$ cat config.mk
export PLATFORM = sky130hd
export DESIGN_NAME = pos_cell_reader
export DESIGN_NICKNAME = d
export VERILOG_FILES = /design/src/rtl/pos_cell_reader.sv
export SDC_FILE = /design/constraint.sdc
export NUM_CORES = 1
export LEC_CHECK = 0
export BUFFER_PORTS_ARGS = -buffer_cell sky130_fd_sc_hd__buf_2
export CORE_MARGIN = 2
export CORE_UTILIZATION = 58
export CTS_BUF_LIST = sky130_fd_sc_hd__clkbuf_8 sky130_fd_sc_hd__clkbuf_16
export CTS_CLUSTER_SIZE = 14
export DETAILED_ROUTE_END_ITERATION = 10
export PLACE_DENSITY_LB_ADDON = 0.15
export RECOVER_POWER = 100
export SLEW_MARGIN = 20
export SYNTH_ARGS = -nofsm -noshare
export SYNTH_HDL_FRONTEND = slang
export SYNTH_SLANG_ARGS = --single-unit
$ cat constraint.sdc
create_clock -name clock -period 4.5 [get_ports clock]
set_input_delay 0.225 -clock clock [delete_from_list [all_inputs] [get_ports clock]]
set_output_delay 0.225 -clock clock [all_outputs]
set_load 0.05 [all_outputs]
$ cat src/rtl/pos_cell_reader.sv
// Streams one cell of particle positions: reads the count word at address 0,
// then words 1..count through a 2-cycle-latency memory into a 4-entry output FIFO.
module pos_cell_reader #(
  parameter int DATA_WIDTH   = 96,
  parameter int ADDR_WIDTH   = 8,
  parameter int PARTICLE_NUM = 220
) (
  input  logic                  clock,
  input  logic                  rst,
  input  logic                  start,
  output logic [ADDR_WIDTH-1:0] mem_address,
  output logic                  mem_rden,
  input  logic [DATA_WIDTH-1:0] mem_q,
  output logic [DATA_WIDTH-1:0] out_pos,
  output logic                  out_valid,
  input  logic                  out_ready,
  output logic [ADDR_WIDTH-1:0] out_index,
  output logic                  out_last,
  output logic [ADDR_WIDTH-1:0] particle_count,
  output logic                  busy,
  output logic                  done,
  output logic                  count_err
);

  typedef enum logic [2:0] {IDLE, CNT_REQ, CNT_WAIT, STREAM, DRAIN, FIN} state_t;

  localparam logic [ADDR_WIDTH-1:0] C_MAX = ADDR_WIDTH'(PARTICLE_NUM - 1);

  state_t                r_state;
  logic                  r_wait;
  logic [ADDR_WIDTH:0]   r_next;
  logic                  r_v1, r_v2;
  logic [ADDR_WIDTH-1:0] r_a1, r_a2;

  logic [DATA_WIDTH-1:0] r_fpos [4];
  logic [ADDR_WIDTH-1:0] r_fidx [4];
  logic [1:0]            r_wr, r_rd;
  logic [2:0]            r_fcnt;

  logic [ADDR_WIDTH-1:0] w_raw, w_clamped;
  logic                  w_over, w_pop, w_push, w_credit, w_issue;
  logic [3:0]            w_occ;

  always_comb begin
    w_raw     = mem_q[ADDR_WIDTH-1:0];
    w_over    = w_raw > C_MAX;
    w_clamped = w_over ? C_MAX : w_raw;
    w_push    = r_v2;
    w_pop     = out_valid & out_ready;
    // Credit counts every read not yet popped; the entry leaving this cycle frees a slot,
    // which is what lets a full-rate stream run with only four slots.
    w_occ     = 4'(mem_rden) + 4'(r_v1) + 4'(r_v2) + 4'(r_fcnt) - 4'(w_pop);
    w_credit  = w_occ < 4'd4;
    w_issue   = (r_state == STREAM) && (r_next <= {1'b0, particle_count}) && w_credit;
  end

  always_comb begin
    out_valid = r_fcnt != 3'd0;
    out_pos   = out_valid ? r_fpos[r_rd] : '0;
    out_index = out_valid ? r_fidx[r_rd] : '0;
    out_last  = out_valid && (r_fidx[r_rd] == particle_count);
  end

  always_ff @(posedge clock or posedge rst) begin
    if (rst) begin
      r_state        <= IDLE;
      r_wait         <= 1'b0;
      r_next         <= '0;
      r_v1           <= 1'b0;
      r_v2           <= 1'b0;
      r_a1           <= '0;
      r_a2           <= '0;
      mem_rden       <= 1'b0;
      mem_address    <= '0;
      particle_count <= '0;
      busy           <= 1'b0;
      done           <= 1'b0;
      count_err      <= 1'b0;
    end else begin
      mem_rden <= 1'b0;
      done     <= 1'b0;
      // The count read (issued from CNT_REQ) is not tracked as particle data.
      r_v1     <= mem_rden && (r_state != CNT_REQ);
      r_a1     <= mem_address;
      r_v2     <= r_v1;
      r_a2     <= r_a1;
      case (r_state)
        IDLE: begin
          if (start) begin
            r_state     <= CNT_REQ;
            busy        <= 1'b1;
            mem_rden    <= 1'b1;
            mem_address <= '0;
            count_err   <= 1'b0;
          end
        end
        CNT_REQ: begin
          r_state <= CNT_WAIT;
          r_wait  <= 1'b0;
        end
        CNT_WAIT: begin
          if (!r_wait) begin
            r_wait <= 1'b1;
          end else begin
            particle_count <= w_clamped;
            if (w_over) count_err <= 1'b1;
            if (w_clamped == '0) begin
              r_state <= FIN;
              done    <= 1'b1;
            end else begin
              // Address 1 is issued on the capture edge so streaming starts with no bubble.
              mem_rden    <= 1'b1;
              mem_address <= ADDR_WIDTH'(1);
              r_next      <= (ADDR_WIDTH+1)'(2);
              r_state     <= (w_clamped == ADDR_WIDTH'(1)) ? DRAIN : STREAM;
            end
          end
        end
        STREAM: begin
          if (w_issue) begin
            mem_rden    <= 1'b1;
            mem_address <= r_next[ADDR_WIDTH-1:0];
            r_next      <= r_next + (ADDR_WIDTH+1)'(1);
            if (r_next == {1'b0, particle_count}) r_state <= DRAIN;
          end
        end
        DRAIN: begin
          if (!mem_rden && !r_v1 && !r_v2 && (r_fcnt == 3'd0)) begin
            r_state <= FIN;
            done    <= 1'b1;
          end
        end
        FIN: begin
          r_state <= IDLE;
          busy    <= 1'b0;
        end
        default: r_state <= IDLE;
      endcase
    end
  end

  always_ff @(posedge clock or posedge rst) begin
    if (rst) begin
      r_wr   <= '0;
      r_rd   <= '0;
      r_fcnt <= '0;
    end else begin
      if (w_push) r_wr <= r_wr + 2'd1;
      if (w_pop)  r_rd <= r_rd + 2'd1;
      r_fcnt <= r_fcnt + 3'(w_push) - 3'(w_pop);
    end
  end

  always_ff @(posedge clock) begin
    if (w_push) begin
      r_fpos[r_wr] <= mem_q;
      r_fidx[r_wr] <= r_a2;
    end
  end

endmodule

# Word level (Yosys, flattened, before mapping)
# Memories as Yosys holds them, arrays and structs flattened.
# Index checks and enable logic that the tools add are counted.
[op_classes] bitwise_logic=1 eq_ne=16 n_reduce_logical=25 n_lt_le_gt_ge=3 n_addsub=9 muxes=38
[ops] cell="$mux W96" n=1
[ops] cell="$mux W8" n=6
[ops] cell="$mux W9" n=3
[ops] cell="$pmux W8 S3" n=1
[ops] cell="$mux W3" n=7
[ops] cell="$pmux W9 S2" n=1
[ops] cell="$pmux W3 S5" n=1
[ops] cell="$mux W1" n=13
[ops] cell="$ne A2 B2 Y1 const B" n=6
[ops] cell="$reduce_and A5 Y1" n=2
[ops] cell="$add A9 B1 Y9 const B" n=1
[ops] cell="$eq A9 B8 Y1" n=1
[ops] cell="$le A9 B8 Y1" n=1
[ops] cell="$eq A8 B1 Y1 const B" n=1
[ops] cell="$eq A8 B8 Y1" n=1
[ops] cell="$gt A8 B8 Y1 const B" n=1
[ops] cell="$logic_not A8 Y1" n=1
[ops] cell="$pmux W1 S2" n=4
[ops] cell="$reduce_and A4 Y1" n=2
[ops] cell="$reduce_bool A2 Y1" n=4
[ops] cell="$logic_and A1 B1 Y1" n=7
[ops] cell="$eq A3 B2 Y1 const B" n=2
[ops] cell="$eq A3 B3 Y1 const B" n=2
[ops] cell="$logic_not A3 Y1" n=2
[ops] cell="other kinds (16)" n=21
[totals] ram_bits=416 mem_count=2 elab_cells=110 output_inout_bits=126 input_bits=100 ff_bits=58
[mem_list] memory="r_fpos" words=4 word_bits=96 rd=1 rd_ports_with_merged_regs=0 write_ports=1 line="35" rtl="logic [DATA_WIDTH-1:0] r_fpos [4];"
[mem_list] memory="r_fidx" words=4 word_bits=8 rd=1 rd_ports_with_merged_regs=0 write_ports=1 line="36" rtl="logic [ADDR_WIDTH-1:0] r_fidx [4];"

# Logic depth before layout (Yosys ltp)
# Gate-level depths: netlist of the first run.
[depth] ltp_word=8 depth_mapped=14

# Worst setup path after synthesis of the first run
# No wires, ideal clock.
[synth_path] path_kind="register -> register" from="reg r_wr[0]" to="mem r_fidx[2][0], enable pin" stages_incl_launch_ff=4 slack_ns=1.009 t_arrival_ns=3.016 path_cell_list="dfrtp_1 inv_1 ha_1 and2_1"
[synth_lines] element="start, declared" line="37" rtl="logic [1:0] r_wr, r_rd;"
[synth_lines] element="start signal, assigned" line="148" rtl="if (w_push) r_wr <= r_wr + 2'd1;"
[synth_lines] element="end, declared" line="36"
# Straight into the memory's write port.

# Worst setup path in the final report of the first run
[layout_path] from="reg r_fcnt[1]" to="reg r_next[0]"
[layout_via] elab_chain_len=7 elab_cells_between_ends=8 cone_classes="add/sub (2); order compare (1); eq/ne (1); bitwise (1); reduce/logical (3)"
[layout_rtl] element="start, declared" line="38" rtl="logic [2:0] r_fcnt;"
[layout_rtl] element="start signal, assigned" line="150" rtl="r_fcnt <= r_fcnt + 3'(w_push) - 3'(w_pop);"
[layout_rtl] element="parallel branches: the longest is 2 deep, another holds $add A3 B3 Y4"
[layout_rtl] element="$sub A4 B1 Y4 *" line="52" rtl="w_occ = 4'(mem_rden) + 4'(r_v1) + 4'(r_v2) + 4'(r_fcnt) - 4'(w_pop);"
[layout_rtl] element="$lt A4 B3 Y1 *" line="53" rtl="w_credit = w_occ < 4'd4;"
[layout_rtl] element="$logic_and A1 B1 Y1 *" line="54" rtl="w_issue = (r_state == STREAM) && (r_next <= {1'b0, particle_count}) && w_credit;"
[layout_rtl] element="$ne A2 B2 Y1 (no source line) *"
[layout_rtl] element="$reduce_and A4 Y1 (no source line) *"
[layout_rtl] element="end signal, assigned" line="114" rtl="r_next <= (ADDR_WIDTH+1)'(2);"
[layout_rtl] element="end signal, assigned" line="123" rtl="r_next <= r_next + (ADDR_WIDTH+1)'(1);"
[layout_rtl] element="end, declared" line="31" rtl="logic [ADDR_WIDTH:0] r_next;"
# Mark *: on every way between the ends.
# A chain may end at the register's enable or synchronous reset.

==> results of run 1 <==
==> routing by layer <==
layer / GRT usage (%) / share of wire, % / vias to the layer above
met3: 4.77 / 6.5 / 56
li1: - / - / 4342
met4: 6.19 / 2.1 / 0
met5: 0 / 0 / -
met2: 38.4 / 52 / 301
met1: 29.9 / 40 / 4953
==> synthesized netlist by cell type (2+ instances only) <==
| cell type | instances | area, um^2 |
|---|---|---|
| a211oi_1 | 2 | 15.0 |
| a21o_1 | 2 | 15.0 |
| a21oi_1 | 13 | 65.1 |
| a22o_1 | 8 | 70.1 |
| a31oi_1 | 5 | 31.3 |
| a41oi_1 | 2 | 17.5 |
| and2_1 | 110 | 688 |
| and3_1 | 4 | 25.0 |
| buf_2 | 13 | 65.1 |
| buf_6 | 2 | 22.5 |
| clkbuf_1 | 26 | 97.6 |
| dfrtp_1 | 58 | 1450 |
| edfxtp_1 | 416 | 12500 |
| fa_1 | 2 | 40.0 |
| ha_1 | 18 | 225 |
| inv_1 | 18 | 67.6 |
| mux4_2 | 104 | 2340 |
| nand2_1 | 23 | 86.3 |
| nand2b_1 | 3 | 18.8 |
| nand3_1 | 8 | 40.0 |
| nand4b_1 | 2 | 17.5 |
| nor2_1 | 13 | 48.8 |
| nor2b_1 | 3 | 18.8 |
| nor3_1 | 5 | 25.0 |
| nor4_1 | 2 | 12.5 |
| o21a_1 | 2 | 15.0 |
| o21ai_0 | 20 | 100 |
| o21ba_2 | 2 | 20.0 |
| xnor2_1 | 9 | 78.8 |
| xor2_1 | 4 | 35.0 |
==> logic make-up after synthesis <==
family	after synthesis
adder cells (fa/ha/maj)	20
AO/OA/AOI/OAI	68
multiplexers	106
flip-flops	474
XOR/XNOR	13
AND/OR/NAND/NOR	179
buffers and inverters	61
==> area by class of cell <==
| cell class | count | area [um^2] | share of cell area, % |
|---|---|---|---|
| tap | 402 | 503 | 2.27 |
| clock buffer | 53 | 1280 | 5.77 |
| inverter | 18 | 67.6 | 0.304 |
| sequential | 474 | 13900 | 62.8 |
| timing repair buffer | 332 | 1880 | 8.49 |
| multi-input combinational | 386 | 4260 | 19.2 |
| clock inverter | 32 | 262 | 1.18 |
| antenna | 1 | 2.50 | 0.0113 |
==> path summary, 6_finish.rpt <==
check                                         start               endpoint  slack, ps  cells past startpoint
worst max-delay path            r_fcnt[1]$_DFF_PP0_  r_next[0]$_DFFE_PP0P_        610                     12
worst min-delay path                          start  count_err$_DFFE_PP0P_         50                      4
worst max register to register  r_fcnt[1]$_DFF_PP0_  r_next[0]$_DFFE_PP0P_        610                     12
worst min register to register    r_a1[6]$_DFF_PP0_      r_a2[6]$_DFF_PP0_        350                      0
max in group asynchronous                       rst       busy$_DFFE_PP0P_       1860                      4
min in group asynchronous                       rst      r_a1[5]$_DFF_PP0_        470                      3
==> repair_timing <==
item,4_1_cts,5_1_grt
hold buffers,94,0
endpoints found under the setup margin,0,0
hold endpoints to repair,391,0
==> state kept, by name, summed over array words and instances, names as in the netlist <==
signal,cells
r_fpos,384
r_fidx,32
r_next,9
mem_address,8
particle_count,8
r_a1,8
r_a2,8
r_fcnt,3
r_state,3
r_rd,2
r_wr,2
busy,1
count_err,1
done,1
mem_rden,1
r_v1,1
r_v2,1
r_wait,1
==> per-stage QoR <==
step                      std cells  setup WS, ps
after floorplan                 921          1010
after detailed placement       1518           895
final                          1698           613
after CTS                      1697           866
after global routing           1697           291
after global placement         1518           985
==> critical path, stage by stage (launching register included) <==
cell and delay, ps:
dfrtp_1 410, or3_1 380, nand2_1 170, or2_2 150
nand2_1 60, fa_1 360, ha_1 280, a31o_2 210
nor3_1 170, o221ai_1 210, nor3_2 890, or2_1 350
o21ai_0 130
==> impl_results.md, run 1 <==
- Fin Setup TNS: 0 ps
- GRT Total Usage: 22.5%
- Synthesized area: 18,500 um^2
- Antenna violations before repair: 1
- Cell Area, Placed: 20,000 um^2
- Final Hold Fails: 0
- Critical Path AT: 4290 ps
- Core ar.: 31,500 um^2
- Commonest non-fill, non-tap cells in the layout: 416 x edfxtp_1, 228 x clkbuf_1, 106 x and2_1
- Filler Cell Count: 2,113
- Initial Util: 58.7%
- Post-synthesis compound-gate area fraction: 2.57%
- Layout cell share with drive strength beyond 1: 15.0%
- Status: complete, but fails checks
- First-pass DRT Iterations: 5
- Max cap viols: 7
- Final Instance Area: 22,200 um^2
- Syn nets: 1,041
- Gpl congestion: 0.870
- H-tree lvl count: 2
- Register area share after synthesis: 75.5%
- Worst Path Required: 4900 ps
- Post-synth ARST share: 12.2%
- CTS sink count: 474
- # nets final: 1,379
- Setup Viol. Count Final: 0
- WL final: 36.9 mm
- Worst-path clk slew: 60 ps
- Fin crit period: 3890 ps
- Largest fanout on the critical path: 18
- Resized Gates After CTS: 0
- Synth unique cells: 52
- Post-synthesis adder-cell area fraction: 1.44%
- Clock Path Buffers: 3
- Number of global-route vias before repair: 10,100
- Drt drc: 0
- Main synth FF type: edfxtp_1
- Vias per std cell: 5.68
- Total die area: 33,300 um^2
- Core Util, Final: 70.6%
- GR Overflow Total: 0
- Max Freq: 257 MHz
- Slew @ Worst Pin: 2820 ps
- DP HPWL: 21.2 mm
- CP Launch Type: register
- Routed WL per cell: 21.8 um
- Cts bufs inserted: 47
- # rows: 65
- Post-Synthesis Cells: 921
- Port Buffers: 225
- Clk_skew: 14.5 ps
- Worst hold slack: 46.8 ps
- Postcts setup bufs: 0
- Max-slew violation count: 227
- Syn_area_per_cell: 20.1 um^2
- Synth Warn #: 0
- Root Buffer: clkbuf_16
- Clock Latency Late Sink: 540 ps
- XOR/XNOR share of the synthesized area: 0.616%
- Post-DRT Antenna Nets: 0
- Largest family of logic cells by synthesized area: multiplexers
- CTS tree: yes
- Largest net degree at the start of global routing: 96
- Die Width: 182 um
- Flops & latches, synth: 474
- Slew margin rel.: -88.0%
- Drt initial violations: 723
- Global-route wire length before repair: 56.7 mm
- Hold/Removal Path Class: primary input to register
- Vias after detailed routing: 9,652
- Commonest non-fill, non-tap cell in the layout: edfxtp_1
- Area Growth Syn to Fin: 20.2%
- Die Y: 182 um
- Mux cell area share after synthesis: 12.8%
- Simple-gate portion of the synthesized area: 5.63%
- Final period util: 86.4%
- Violated checks: capacitance limit, slew limit
- EDFF count, synth: 416
- CP endpoint kind: register
- # IOs: 226
- Unrepaired setup endpoints after global routing: no
- Setup Crit Path Kind: register to register
Power of run 1 is left out: the tool's default activity adds up to more than one toggle a clock period on the data nets, which glitch-free logic cannot reach.
==> inputs of run 2 (changes only) <==
--- a/config.mk
+++ b/config.mk
@@ -12,7 +12,6 @@
 export CTS_CLUSTER_SIZE = 14
 export DETAILED_ROUTE_END_ITERATION = 10
 export PLACE_DENSITY_LB_ADDON = 0.15
-export RECOVER_POWER = 100
 export SLEW_MARGIN = 20
 export SYNTH_ARGS = -nofsm -noshare
 export SYNTH_HDL_FRONTEND = slang
==> run 2 against run 1 <==
Compared with the run above: the run now ends clean; clock skew grew 3.7 ps; register-to-register slack gained 230 ps; worst hold slack worse by 7.5 ps; final cell count stayed put; via count increased by 0.21%; maximum frequency grew 6.4%; setup slack gained 230 ps; die area did not move; largest cell class unchanged; highest routed layer unchanged.
==> impl_results.md, run 2 (synthesis gave the netlist of run 1 again) <==
- Total die area: 33,300 um^2
- Number of global-route vias before repair: 10,100
- Largest net degree at the start of global routing: 96
- Max Freq: 274 MHz
- Final Instance Area: 22,500 um^2
- Die Width: 182 um
- Vias after detailed routing: 9,672
- Setup Crit Path Kind: register to register
- WL final: 37.0 mm
- Global-route wire length before repair: 56.7 mm
- CP Launch Type: register
- Worst-path clk slew: 60 ps
- Slew @ Worst Pin: 987 ps
- Port Buffers: 225
- Filler Cell Count: 1,989
- H-tree lvl count: 2
- Drt initial violations: 733
- First-pass DRT Iterations: 5
- Drt drc: 0
- CTS tree: yes
- Slew margin rel.: 34.2%
- Leading registers by flop count: r_fpos x384, r_fidx x32, r_next x9
- Setup slack, reg-to-reg: 850 ps
- Commonest non-fill, non-tap cell in the layout: edfxtp_1
- Biggest register: r_fpos
- Core Util, Final: 71.6%
- Critical Path AT: 4060 ps
- Fin crit period: 3650 ps
- Worst path most repeated cell: nand2_1
- Gpl congestion: 0.870
- Max cap viols: 0
- Max reg flops: 384
- Vias per std cell: 5.70
- GR Overflow Total: 0
- Final Hold Fails: 0
- # nets final: 1,379
- Setup Viol. Count Final: 0
- Worst Path Required: 4910 ps
- PwrDens: 785 nW/um^2
- GRT Total Usage: 22.5%
- Commonest non-fill, non-tap cells in the layout: 416 x edfxtp_1, 225 x buf_2, 106 x and2_1
- CTS sink count: 474
- Routed WL per cell: 21.8 um
- Crit-path cells: or3_4 -> nand2_1 -> or2_2 -> nand2_1 -> fa_1 -> ha_1 -> a31o_2 -> nor3_1 -> o221ai_1 -> nor3_4 -> or2_1 -> o21ai_0
- Core ar.: 31,500 um^2
- Cts bufs inserted: 47
- Antenna violations before repair: 1
- Fin cells: 1,698
- Largest fanout on the critical path: 18
- Max-slew violation count: 0
- Unrepaired setup endpoints after global routing: no
- Layout cell share with drive strength beyond 1: 33.0%
- Final period util: 81.2%
- Post-DRT Antenna Nets: 0
- Worst path slowest cell: nor3_4
- Die Y: 182 um
- Worst path max stage delay: 630 ps
- DP HPWL: 21.2 mm
- Peak supply drop: 0.521 mV
- Static Leak: 0.00827 uW
- Status: finished clean
- Area Growth Syn to Fin: 22.0%
- Hold/Removal Path Class: primary input to register
- # rows: 65
- Postcts setup bufs: 0
- Initial Util: 58.7%
- Fin Setup TNS: 0 ps
- Power Total: 17,700 uW
- Clock Latency Late Sink: 540 ps
- Clock Path Buffers: 3
- Cell Area, Placed: 20,000 um^2
- Clk_skew: 18.2 ps
- Placed insts: 1,518
- Root Buffer: clkbuf_16
- CP endpoint kind: register
- # IOs: 226
## run 2: critical path, delay by kind of cell, from the launching register on
family | cells | cell delay, ps
compound gates | 3 | 580
fa+ha+maj | 2 | 640
flops | 1 | 440
simple gates | 7 | 1860
## run 2: cell type report
cell class                 instances  area [um^2]  share of cell area [%]
sequential                       474        14000                    61.9
multi-input combinational        386         4280                    19.0
timing repair buffer             332         2190                    9.72
clock buffer                      53         1280                    5.69
tap                              402          503                    2.23
clock inverter                    32          262                    1.16
inverter                          18         67.6                   0.300
antenna                            1         2.50                  0.0111
## run 2: worst paths after layout
path / start / endpoint / cells past startpoint
min in group asynchronous: rst / r_a1[2]$_DFF_PP0_ / 3
max: r_fcnt[0]$_DFF_PP0_ / r_next[0]$_DFFE_PP0P_ / 12
max reg2reg: r_fcnt[0]$_DFF_PP0_ / r_next[0]$_DFFE_PP0P_ / 12
min: mem_q[4] / r_fpos[3][4]$_DFFE_PP_ / 1
max in group asynchronous: rst / busy$_DFFE_PP0P_ / 4
min reg2reg: r_a1[6]$_DFF_PP0_ / r_a2[6]$_DFF_PP0_ / 0
## run 2: repair_timing
item	CTS	global route
hold endpoints to repair	391	0
setup endpoints to repair	0	0
gates resized for setup	0	0
hold buffers	94	0
## run 2: per-stage QoR
step	setup slack (ps)	hold slack (ps)
after floorplan	1010	324
after global placement	985	297
after detailed placement	895	313
after CTS	866	24.6
after global routing	558	20.8
final	846	39.2
## run 2: where the power goes
group          switching [uW]  leakage, uW  internal [uW]
logic                    5210      0.00289           2380
registers                 385      0.00457           5870
clock network            1540     0.000809           2310
total                    7140      0.00827          10600
## run 2: metal layers
metal  share of wire (%)  up-vias  GRT usage [%]
met5                   0        -              0
met4                 2.3        0           6.19
met3                 6.5       61           4.77
met2                  52      300           38.4
met1                  40     4970           29.9
li1                    -     4341              -
(Power assumes the default switching activity.)
==> inputs of run 3 (changes only) <==
--- a/config.mk
+++ b/config.mk
@@ -5,6 +5,7 @@
 export SDC_FILE = /design/constraint.sdc
 export NUM_CORES = 1
 export LEC_CHECK = 0
+export ABC_AREA = 1
 export BUFFER_PORTS_ARGS = -buffer_cell sky130_fd_sc_hd__buf_2
 export CORE_MARGIN = 2
 export CORE_UTILIZATION = 58
==> constraint.sdc (replaced) <==
create_clock -name clock -period 3.5 [get_ports clock]
set_input_delay 0.175 -clock clock [delete_from_list [all_inputs] [get_ports clock]]
set_output_delay 0.175 -clock clock [all_outputs]
set_load 0.05 [all_outputs]
==> run 3 against run 2 <==
Compared with the run above: sequential share of layout area decreased by 1.6 points; final cell count up 42%; cell area grew 2.7%; critical path depth fell by 7; clock-buffer cell count increased by 3; via count grew 35%; critical path type is now register to output pin.
==> impl_results.md, run 3 <==
- Number of global-route vias before repair: 12,900
- Setup Crit Path Kind: register to output pin
- Layout cell share with drive strength beyond 1: 17.3%
- Core ar.: 32,500 um^2
- Drt drc: 0
- Vias per std cell: 5.41
- Status: finished clean
- Synth Warn #: 0
- Hold_sp: r_a1[2]$_DFF_PP0_
- Setup Viol. Count Final: 0
- Syn_area_per_cell: 11.8 um^2
- Reg2Reg Launch Point: r_fcnt[1]$_DFF_PP0_
- Synth unique cells: 34
- WL final: 42.7 mm
- Cts bufs inserted: 48
- Biggest register: r_fpos
- Post-Synthesis Cells: 1,611
- Clk_skew: 20.3 ps
- Vias after detailed routing: 13,000
- Resized Gates After CTS: 0
- First-pass DRT Iterations: 5
- Crit path buf inv count: 3
- Commonest non-fill, non-tap cell in the layout: nor2_1
- Syn nets: 1,731
- Leading registers by flop count: r_fpos x384, r_fidx x32, r_next x9
- Max-slew violation count: 0
- Peak supply drop: 0.973 mV
- Fin Setup TNS: 0 ps
- Top-count cell post-synth: nor2_1
- Total die area: 34,400 um^2
- Gpl congestion: 0.898
- Crit-path cells: nor3_4 -> buf_4 -> buf_4 -> a21oi_1 -> buf_2
- Postcts setup bufs: 0
- Antenna violations before repair: 1
- # nets final: 2,046
- Critical Path AT: 2910 ps
- Post-synth ARST share: 12.2%
- Slew margin rel.: 39.8%
- Area Growth Syn to Fin: 21.2%
- CP endpoint kind: output pin
- Clock Latency Late Sink: 560 ps
- Unrepaired setup endpoints after global routing: no
- Filler Cell Count: 2,218
- Power Total: 23,200 uW
- DP HPWL: 24.2 mm
- Worst Path Required: 3320 ps
- Final period util: 88.3%
- Register area: 14,000 um^2
- Die Width: 185 um
- Hold_buf cts: 99
- Fin crit period: 3090 ps
- Port Buffers: 225
- Worst path most repeated cell: buf_4
- Highest Signal Layer: met4
- Max cap viols: 0
- H-tree lvl count: 2
- Met3 routed WL: 2.77 mm
- Max Freq: 324 MHz
- Static Leak: 0.00890 uW
- Area leader, netlist: edfxtp_1
- Die Y: 185 um
- CTS sink count: 474
- Commonest non-fill, non-tap cells in the layout: 432 x nor2_1, 416 x edfxtp_1, 225 x buf_2
- Final Hold Fails: 0
- Largest net degree at the start of global routing: 113
- PwrDens: 1000 nW/um^2
- Delay-heaviest family, CP: buffers and inverters
- EDFF count, synth: 416
- Initial Util: 58.8%
- Register area share after synthesis: 73.1%
- Drt initial violations: 1,017
- Global-route wire length before repair: 66.0 mm
- Flops & latches, synth: 474
- CTS tree: yes
- Setup crit start: r_fcnt[1]$_DFF_PP0_
- Post-DRT Antenna Nets: 0
- CP Launch Type: register
- Worst-path clk slew: 60 ps
- Routed length on met1: 17.5 mm
- GRT Total Usage: 25.0%
- Synth area leaders: edfxtp_1 65%, nor2_1 8.5%, dfrtp_1 7.6%
- # IOs: 226
- Synthesized area: 19,100 um^2
- Slew @ Worst Pin: 902 ps
- Max reg flops: 384
- GR Overflow Total: 0
- Main synth FF type: edfxtp_1
- Clock Path Buffers: 3
- Hold/Removal Path Class: register to register
- Routed WL per cell: 17.7 um
- Multi-input gate area: 4510 um^2
- Worst path max stage delay: 740 ps
- Synth top area share: 65.5%
- Largest fanout on the critical path: 57
- Root Buffer: clkbuf_16
- # rows: 66
- Worst path slowest cell: buf_4
- Synth top cells by count: 432 x nor2_1, 416 x edfxtp_1, 206 x o21ai_0
- WL met2: 21.2 mm
==> run 3: path summary, 6_finish.rpt <==
path	slack (ps)	depth (start not counted)	to
worst max-delay path	410	5	out_pos[57]
worst min-delay path	330	0	r_a2[2]$_DFF_PP0_
worst max register to register	500	17	mem_address[3]$_DFFE_PP0P_
worst min register to register	330	0	r_a2[2]$_DFF_PP0_
max in group asynchronous	2360	4	busy$_DFFE_PP0P_
min in group asynchronous	390	3	mem_address[5]$_DFFE_PP0P_
==> run 3: area by class of cell <==
class | count | share of cell area, %
Clock buffer | 56 | 5.81
Timing Repair Buffer | 350 | 10.3
Sequential cell | 474 | 60.3
Clock inverter | 32 | 0.611
Antenna cell | 1 | 0.0108
Tap cell | 442 | 2.39
Inverter | 64 | 1.10
Multi-Input combinational cell | 988 | 19.5
==> run 3: cell families after synthesis <==
family	after synthesis	share of synthesized area, %
AND/OR/NAND/NOR	622	12.8
flip-flops	474	73.1
AO/OA/AOI/OAI	338	9.02
buffers and inverters	149	3.31
adder cells (fa/ha/maj)	20	1.39
XOR/XNOR	8	0.367
==> run 3: where the power goes <==
part           switching [uW]  internal [uW]
combinational            8280           2490
sequential                401           7250
clock                    2010           2720
==> run 3: routing by layer <==
layer	track usage, %	up-vias
li1	-	6241
met1	32.1	6273
met2	43.2	427
met3	3.93	87
met4	8.95	0
met5	0	-
==> run 3: through the flow <==
stage	hold slack (ps)	area (um^2)	std cells	utilization [%]	setup WS, ps
after floorplan	261	19100	1611	-	313
after global placement	336	20700	2219	63.6	619
after detailed placement	340	20700	2219	63.6	540
after CTS	333	23100	2406	71.3	354
after global routing	346	23100	2407	71.3	165
final	334	23100	2407	71.3	411
